### src/rtl/uart_rx_if.sv
// Receiver-side bundle: serial line in, recovered byte and status pulses out.
interface uart_rx_if;
    logic       uart_rxd;
    logic [7:0] dout;
    logic       valid;
    logic       frame_err;
    logic       busy;

    modport master (input uart_rxd, output dout, valid, frame_err, busy);
    modport slave  (output uart_rxd, input dout, valid, frame_err, busy);
endinterface

### src/rtl/uart_rx.sv
// 8N1 UART receiver: 2-flop line synchroniser, mid-bit sampling FSM, registered
// one-cycle valid / frame_err pulses and a break-wait state for held-low lines.
module uart_rx #(
    parameter int CLKS_PER_BIT = 8
) (
    input  logic      clk,
    input  logic      rst,
    uart_rx_if.master bus
);
    localparam int HALF_BIT = CLKS_PER_BIT / 2;
    localparam int CW       = $clog2(CLKS_PER_BIT);
    localparam logic [CW-1:0] C_HALF_M1 = CW'(HALF_BIT - 1);
    localparam logic [CW-1:0] C_LAST    = CW'(CLKS_PER_BIT - 1);

    typedef enum logic [2:0] {
        S_IDLE  = 3'd0,
        S_START = 3'd1,
        S_DATA  = 3'd2,
        S_STOP  = 3'd3,
        S_BRK   = 3'd4
    } state_t;

    logic          r_sync1;
    logic          r_sync2;
    logic          w_rxd_s;
    state_t        r_state;
    state_t        w_state_next;
    logic [CW-1:0] r_cnt;
    logic [CW-1:0] w_cnt_next;
    logic [2:0]    r_bit_idx;
    logic [2:0]    w_bit_next;
    logic [7:0]    r_shreg;
    logic [7:0]    w_shreg_next;
    logic [7:0]    r_dout;
    logic [7:0]    w_dout_next;
    logic          r_valid;
    logic          w_valid_next;
    logic          r_frame_err;
    logic          w_ferr_next;
    logic          r_busy;

    assign w_rxd_s = r_sync2;

    // Two-flop synchroniser, reset to the idle-high line level.
    always_ff @(posedge clk or posedge rst) begin
        if (rst) begin
            r_sync1 <= 1'b1;
            r_sync2 <= 1'b1;
        end else begin
            r_sync1 <= bus.uart_rxd;
            r_sync2 <= r_sync1;
        end
    end

    // FSM, counters, shift register and registered outputs.
    always_ff @(posedge clk or posedge rst) begin
        if (rst) begin
            r_state     <= S_IDLE;
            r_cnt       <= '0;
            r_bit_idx   <= 3'd0;
            r_shreg     <= 8'h00;
            r_dout      <= 8'h00;
            r_valid     <= 1'b0;
            r_frame_err <= 1'b0;
            r_busy      <= 1'b0;
        end else begin
            r_state     <= w_state_next;
            r_cnt       <= w_cnt_next;
            r_bit_idx   <= w_bit_next;
            r_shreg     <= w_shreg_next;
            r_dout      <= w_dout_next;
            r_valid     <= w_valid_next;
            r_frame_err <= w_ferr_next;
            r_busy      <= (w_state_next != S_IDLE);
        end
    end

    // Next-state and datapath decode; counters clear on every state change.
    always_comb begin
        w_state_next = r_state;
        w_cnt_next   = r_cnt;
        w_bit_next   = r_bit_idx;
        w_shreg_next = r_shreg;
        w_dout_next  = r_dout;
        w_valid_next = 1'b0;
        w_ferr_next  = 1'b0;
        case (r_state)
            S_IDLE: begin
                w_cnt_next = '0;
                w_bit_next = 3'd0;
                if (!w_rxd_s) begin
                    w_state_next = S_START;
                end else begin
                    w_state_next = S_IDLE;
                end
            end
            S_START: begin
                if (r_cnt == C_HALF_M1) begin
                    w_cnt_next = '0;
                    w_bit_next = 3'd0;
                    // A line back high at mid start bit was a glitch.
                    if (w_rxd_s) begin
                        w_state_next = S_IDLE;
                    end else begin
                        w_state_next = S_DATA;
                    end
                end else begin
                    w_cnt_next = r_cnt + CW'(1);
                end
            end
            S_DATA: begin
                if (r_cnt == C_LAST) begin
                    w_cnt_next   = '0;
                    w_shreg_next = {w_rxd_s, r_shreg[7:1]};
                    if (r_bit_idx == 3'd7) begin
                        w_bit_next   = 3'd0;
                        w_state_next = S_STOP;
                    end else begin
                        w_bit_next = r_bit_idx + 3'd1;
                    end
                end else begin
                    w_cnt_next = r_cnt + CW'(1);
                end
            end
            S_STOP: begin
                if (r_cnt == C_LAST) begin
                    w_cnt_next = '0;
                    if (w_rxd_s) begin
                        w_dout_next  = r_shreg;
                        w_valid_next = 1'b1;
                        w_state_next = S_IDLE;
                    end else begin
                        w_ferr_next  = 1'b1;
                        w_state_next = S_BRK;
                    end
                end else begin
                    w_cnt_next = r_cnt + CW'(1);
                end
            end
            S_BRK: begin
                w_cnt_next = '0;
                if (w_rxd_s) begin
                    w_state_next = S_IDLE;
                end else begin
                    w_state_next = S_BRK;
                end
            end
            default: begin
                w_state_next = S_IDLE;
                w_cnt_next   = '0;
                w_bit_next   = 3'd0;
            end
        endcase
    end

    assign bus.dout      = r_dout;
    assign bus.valid     = r_valid;
    assign bus.frame_err = r_frame_err;
    assign bus.busy      = r_busy;
endmodule

### src/flat_wrapper.sv
// flat-port wrapper written by rule: the top's interface ports become plain ports
module uart_rx_flat 
#(
    parameter int CLKS_PER_BIT = 8
)
  (clk, rst, bus_uart_rxd, bus_dout, bus_valid, bus_frame_err, bus_busy);
  uart_rx_if bus_i ();
  input  logic clk;
  input  logic rst;
  input wire logic [$bits(bus_i.uart_rxd)-1:0] bus_uart_rxd;
  output wire logic [$bits(bus_i.dout)-1:0] bus_dout;
  output wire logic [$bits(bus_i.valid)-1:0] bus_valid;
  output wire logic [$bits(bus_i.frame_err)-1:0] bus_frame_err;
  output wire logic [$bits(bus_i.busy)-1:0] bus_busy;
  assign bus_i.uart_rxd = bus_uart_rxd;
  assign bus_dout = bus_i.dout;
  assign bus_valid = bus_i.valid;
  assign bus_frame_err = bus_i.frame_err;
  assign bus_busy = bus_i.busy;
  uart_rx #(.CLKS_PER_BIT(CLKS_PER_BIT)) u_core (.clk(clk), .rst(rst), .bus(bus_i));
endmodule
### config.mk
export PLATFORM = sky130hd
export DESIGN_NAME = uart_rx_flat
export DESIGN_NICKNAME = d
export VERILOG_FILES = /design/src/rtl/uart_rx_if.sv /design/src/rtl/uart_rx.sv /design/src/flat_wrapper.sv
export SDC_FILE = /design/constraint.sdc
export NUM_CORES = 1
export LEC_CHECK = 0
export ABC_AREA = 1
export CORE_UTILIZATION = 55
export CTS_BUF_LIST = sky130_fd_sc_hd__clkbuf_16
export DETAILED_ROUTE_END_ITERATION = 10
export PLACE_DENSITY = 0.86
export SLEW_MARGIN = 30
export SYNTH_ARGS = -nofsm -noshare
export SYNTH_HDL_FRONTEND = slang
export SYNTH_SLANG_ARGS = --single-unit
### constraint.sdc
create_clock -name clk -period 1.75 [get_ports clk]
set_input_delay 0.4375 -clock clk [delete_from_list [all_inputs] [get_ports clk]]
set_output_delay 0.4375 -clock clk [all_outputs]
set_load 0.02 [all_outputs]
==> out/qor.txt, run 1 <==
Die ar.: 2770 um2
Area contributors post-synth: dfrtp_1, nand2_1, inv_1
Final WS setup: 0.0270 ns
Core area: 2320 um2
CP Launch Type: flip-flop
Initial core utilization: 60.8%
Hold Path Class: flip-flop to flip-flop
DRT iter0 DRCs: 41
Cell Pwr Density: 1350 nW/um2
Initial antenna violation count: 0
Synthesized area: 1410 um2
Fin nets: 180
Clock buffer depth: 2
Root Driver: clkbuf_16
Status: finished clean
Post-Place Worst Slack: 0.182 ns
Clk_lat worst skew: 0.27 ns
Worst Tran Pin Value: 0.365 ns
Crit-path max cell delay: 0.65 ns
Synth unique cells: 19
Die Ht: 52.6 um
Slew headroom: 75.7%
Top cell type's share of synthesized area: 49.7%
FF+latch count, synth: 30
YS warnings: 0
Peak VDD IR: 1230 uV
DR WL/cell: 13.4 um
Fin util: 72.9%
Crit path arrival time: 1.29 ns
Clock skew: 0.00515 ns
Total CTS buffers: 5
Seq/Total Area, Yosys: 53.4%
Crit path cell chain: clkdlybuf4s50_1
Hold Slack: 0.358 ns
Cell taking the most area after synthesis: dfrtp_1
Max Slew Vio Count: 0
Vias in the first global route: 1007
Final worst-path cycle share: 98.5%
Post_cts resized: 0
PortBufs: 13
Number of vias per cell: 5.14
RSZ-0062 raised after global routing: no
Mapped Cells: 153
Leak Pwr: 0.834 nW
Largest net degree at the start of global routing: 31
Placer Congestion: 0.822
Layout area overhead: 19.9%
Worst Setup End Kind: output pin
Top Family by Delay on Critical Path: buffers and inverters
Worst path slowest cell: clkdlybuf4s50_1
CTS clk-pin slew, worst paths: 0.05 ns
Grt ovf: 0
All-Layer GR Usage: 23.4%
Tmin final: 1.72 ns
Ratio of cells with drive above 1 in the final layout: 16.3%
Buf+Inv Stages, Crit Path: 1
Hold_buf cts: 0
Critical path type: flip-flop to output pin
Via count: 1028
Chip Width: 52.6 um
CTS tree: yes
Critical Path RT: 1.31 ns
Clock Sinks: 30
Synthesized area per cell: 9.22 um2
Final hold vios: 0
H-tree depth: 2
Antenna diode count: 0
DRC: 0
Net Count, Synth: 162
DR pass1 iterations: 4
Setup Buffers After CTS: 0
Max cap viols: 0
Total Power: 2.28 mW
Worst-path fanout max: 2
Total Neg Setup Slack: 0 ns
Post-DRT Antenna Nets: 0
Fmax: 580 MHz
First-pass GRT wire length: 4470 um
# IOs: 14
Count of final setup violators: 0
Row cnt: 17
Post-DP HPWL: 1720 um
Final WL: 2680 um
[cells in the mapped netlist (all sizes together)]
cell and n:
buf 3, dfrtp 28, dfstp 2, ha 6, inv 25, nand2 39
nand3 12, nor2 17, nor3b 1, o21ai 17, o21bai 3
[per-layer routing]
layer	GRT usage, %	wire length, um	vias to the layer above
li1	-	-	510
met1	26.3	1130	483
met2	42.0	1410	29
met3	6.96	104	6
met4	7.46	33	0
met5	0	0	-
[power by group]
| group | switching [mW] | internal, mW |
|---|---|---|
| Sequential | 0.0922 | 0.795 |
| Clock | 0.274 | 0.511 |
| Combinational | 0.388 | 0.217 |
| Total | 0.754 | 1.52 |
[cells in the final DEF (no fill, tap or decap), drive strengths merged, types with 3 or more instances in the layout]
| cell | instances |
|---|---|
| o21bai | 3 |
| nor2 | 17 |
| nand3 | 12 |
| dfrtp | 28 |
| inv | 26 |
| clkbuf | 5 |
| o21ai | 17 |
| clkdlybuf4s50 | 13 |
| ha | 6 |
| nand2 | 39 |
[cell type report]
class,count,area (um2)
sequential,30,753
tap,28,35.0
fill,155,628
inverter,25,93.8
clock buffer,5,125
clock inverter,3,12.5
timing repair buffer,14,138
multi-input combinational,95,533
[cell families (layout without fill, tap and decap cells)]
| kind of cell | Yosys count | in the layout | share of synthesized area (%) |
|---|---|---|---|
| and+or+nand+nor | 69 | 69 | 22.7 |
| buffers and inverters | 28 | 47 | 8.78 |
| DFF | 30 | 30 | 53.4 |
| adders and majority gates | 6 | 6 | 5.32 |
| AOI/OAI and AO/OA | 20 | 20 | 9.76 |
[registers in the layout, summed over array words and instances (netlist names)]
| signal | cells |
|---|---|
| u_core.r_state | 3 |
| u_core.r_cnt | 3 |
| u_core.bus.dout | 8 |
| u_core.r_sync2 | 1 |
| u_core.r_shreg | 8 |
| u_core.bus.frame_err | 1 |
| u_core.r_sync1 | 1 |
| u_core.bus.valid | 1 |
| u_core.r_bit_idx | 3 |
| u_core.bus.busy | 1 |
[metrics by stage]
stage               cells  area [um2]
CTS                   200        1690
global route          200        1690
floorplan             153        1410
global placement      192        1550
detailed placement    192        1550
finish                200        1690
[path summary, 6_finish.rpt]
kind / startpoint / depth (start not counted) / end / slack [ns]
max: u_core.bus.dout[4] / 1 / bus_dout[4] / 0.03
max reg2reg: u_core.r_cnt[0] / 7 / u_core.r_shreg[4] / 0.14
min in group asynchronous: rst / 3 / u_core.bus.dout[3] / 0.55
min reg2reg: u_core.r_sync1 / 0 / u_core.r_sync2 / 0.36
max in group asynchronous: rst / 3 / u_core.r_sync2 / 0.89
min: u_core.r_sync1 / 0 / u_core.r_sync2 / 0.36
(Power assumes the default switching activity.)
==> inputs of run 2 (changes only) <==
ABC_AREA = default   (was 1)
CORE_UTILIZATION = 54   (was 55)
==> run 2 against run 1 <==
First-iteration DRC count fell by 68%. Total power fell by 1.9%. Synthesized cell count fell by 36%. Non-clock buffer count rose by 7. Global-route usage fell by 1.5 points. Sequential share of layout area rose by 0.37 points. Area after synthesis fell by 5.8%. Flip-flop and latch count did not move. Combinational power fell by 12%. Via count fell by 21%. Register-to-register slack got worse by 0.11 ns. Critical path type is now flip-flop to flip-flop. Critical endpoint is now u_core.bus.busy. Largest cell class unchanged.
==> out/qor.txt, run 2 <==
Status: finished clean
Async set-reset flop share out of synthesis: 100% (unchanged)
Hold Path Class: flip-flop to flip-flop
Initial core utilization: 58.4% (-2.4 points)
Cell Pwr Density: 1330 nW/um2 (-1.1%)
FF+latch count, synth: 30 (unchanged)
Count of final setup violators: 0 (unchanged)
Grt ovf: 0 (unchanged)
Fmax: 582 MHz (+0.37%)
Met1 usage: 26.3% (about the same)
Number of vias per cell: 5.42 (+5.4%)
Peak VDD IR: 1020 uV (-17%)
Mapped Cells: 98 (-36%)
Row cnt: 17 (unchanged)
GRT busiest layer: met2
Post-Place Worst Slack: -0.0874 ns (-0.270 ns)
Worst Setup End Kind: flip-flop
Grt met3 use: 7.02% (+0.061 points)
Core area: 2280 um2 (-1.8%)
Clk pwr share: 35.1% (+0.6 points)
Largest net degree at the start of global routing: 31 (unchanged)
H-tree depth: 2 (unchanged)
Clock skew: 0.00535 ns (+0.000193 ns)
Dominant synthesized flop cell: dfrtp_1
CTS tree: yes
CTS clk-pin slew, worst paths: 0.05 ns (about the same)
DR pass1 iterations: 4 (unchanged)
CP Launch Type: flip-flop
Pint: 1.61 mW (+5.4%)
Hold Slack: 0.355 ns (-0.00251 ns)
Final WS setup: 0.0333 ns (+0.00629 ns)
Worst-path fanout max: 5 (+3)
Leak Pwr: 0.812 nW (-2.7%)
Synthesized area: 1330 um2 (-5.8%)
DRC: 0 (unchanged)
Top cell type's share of synthesized area: 52.7% (+3.0 points)
Root Driver: clkbuf_16
Synth unique cells: 25 (+6)
DRT iter0 DRCs: 13 (-68%)
Placer Congestion: 0.748 (-9.0%)
Hold_buf cts: 0 (unchanged)
Slew headroom: 75.7% (about the same)
All-Layer GR Usage: 21.9% (-1.5 points)
Critical path type: flip-flop to flip-flop
Setup Buffers After CTS: 0 (unchanged)
First-pass GRT wire length: 3920 um (-12%)
Post-DRT Antenna Nets: 0 (unchanged)
Chip Width: 51.6 um (-2.0%)
Commonest cells post-synth: dfrtp_1, mux2_2, ha_1, inv_1, nor2_1
YS warnings: 0 (unchanged)
Post-synth EDFFs: 0 (unchanged)
Tmin final: 1.72 ns (-0.00629 ns)
Total CTS buffers: 5 (unchanged)
Critical Path RT: 1.89 ns (+0.58 ns)
RSZ-0062 raised after global routing: yes
Vias in the first global route: 818 (-19%)
Fin util: 73.7% (+0.76 points)
Die ar.: 2660 um2 (-3.9%)
Final instance area: 1680 um2 (-0.81%)
Final WL: 2310 um (-14%)
Seq/Total Area, Yosys: 56.7% (+3.3 points)
Max cap viols: 0 (unchanged)
Max Slew Vio Count: 0 (unchanged)
Seq pwr share: 41.0% (+2.0 points)
Final worst-path cycle share: 98.1% (-0.36 points)
Clk_lat worst skew: 0.27 ns (about the same)
Crit path arrival time: 1.85 ns (+0.56 ns)
Final hold vios: 0 (unchanged)
Area contributors post-synth: dfrtp_1, mux2_2, ha_1
Cell taking the most area after synthesis: dfrtp_1
Combinational power share: 23.9% (-2.7 points)
Psw: 0.627 mW (-17%)
Ratio of cells with drive above 1 in the final layout: 34.4% (+18 points)
Placed cell areas: 1500 um2 (-3.5%)
Via count: 813 (-21%)
Die Ht: 51.6 um (-2.0%)
Net Sw Frac: 28.1% (-5.0 points)
Layout area overhead: 26.2%
Net Count, Synth: 107 (-34%)
Most common cell after layout, fill and taps aside: dfrtp_1
Fin nets: 130 (-28%)
Antenna diode count: 0 (unchanged)
Worst Tran Pin Value: 0.365 ns (-0.000206 ns)
Initial antenna violation count: 0 (unchanged)
Clock Sinks: 30 (unchanged)
# IOs: 14 (unchanged)
Top-count cell post-synth: dfrtp_1
Synthesized area per cell: 13.6 um2 (+47%)
DR WL/cell: 15.4 um (+15%)
Clock buffer depth: 2 (unchanged)
Most frequent cells in the layout: dfrtp_1, mux2_2, clkdlybuf4s50_1
M2 GR Usage: 34.2% (-7.8 points)
PortBufs: 13 (unchanged)
Post-DP HPWL: 1480 um (-14%)
## run 2: cell count changes after synthesis, moves of 3 or more
cell      change
nand2_1      -31
a21oi_1       +3
nand3_1      -11
nand2_2       -3
buf_6         +3
o21bai_1      -3
o21ai_1       -6
nor2_1        -7
inv_1        -17
o21ai_2       -8
mux2_2       +19
## run 2: power by group through the flow
stage | logic, mW | clock network [mW] | registers (mW)
CTS | 0.536 | 0.795 | 0.918
finish | 0.534 | 0.783 | 0.917
global route | 0.592 | 0.834 | 0.932
global placement | 0.445 | 0 | 0.903
floorplan | 0.418 | 0 | 0.860
detailed placement | 0.481 | 0 | 0.911
## run 2: final cells by class
| type | instances | area [um2] |
|---|---|---|
| Clock buffer | 5 | 125 |
| Clock inverter | 3 | 12.5 |
| Fill cell | 152 | 599 |
| Inverter | 6 | 22.5 |
| Multi-Input combinational cell | 57 | 538 |
| Sequential cell | 30 | 753 |
| Tap cell | 28 | 35.0 |
| Timing Repair Buffer | 21 | 190 |
## run 2: routing by layer
metal,part of all wire [%],routed length (um)
met1,45,1030
met2,49,1130
met3,3.6,82
met4,2.7,63
met5,0,0
## run 2: kinds of logic after synthesis
group	count (synthesis)	synth area share, %
AO/OA/AOI/OAI	6	2.45
adder cells (fa/ha/maj)	6	5.65
AND/OR/NAND/NOR	24	11.7
buffers and inverters	11	5.93
multiplexers	21	17.6
flip-flops	30	56.7
## run 2: worst paths after layout
kind | from | endpoint | slack, ns | depth (start not counted)
worst min-delay path | u_core.r_sync1 | u_core.r_sync2 | 0.36 | 0
worst max register to register | u_core.r_cnt[0] | u_core.bus.busy | 0.03 | 6
max in group asynchronous | rst | u_core.r_sync1 | 0.89 | 3
min in group asynchronous | rst | u_core.bus.dout[7] | 0.55 | 3
worst max-delay path | u_core.r_cnt[0] | u_core.bus.busy | 0.03 | 6
worst min register to register | u_core.r_sync1 | u_core.r_sync2 | 0.36 | 0
## run 2: what timing repair did
action                     CTS  global route
gates resized for setup      6             1
setup endpoints to repair   12             4
pin swaps                    1             2
## run 2: critical path, cell delays in order (launching register included)
cell and delay [ns]:
dfrtp_1 0.38, ha_4 0.19, ha_4 0.16, mux2i_1 0.08, a22oi_1 0.20, nor2_1 0.06
or4b_1 0.51
## run 2: through the flow
stage               total power [mW]  std cells  TNS [ns]
detailed placement              1.39        142    -0.512
global placement                1.35        142   -0.0286
floorplan                       1.28         98         0
global route                    2.36        150   -0.0128
finish                          2.23        150         0
CTS                             2.25        150         0
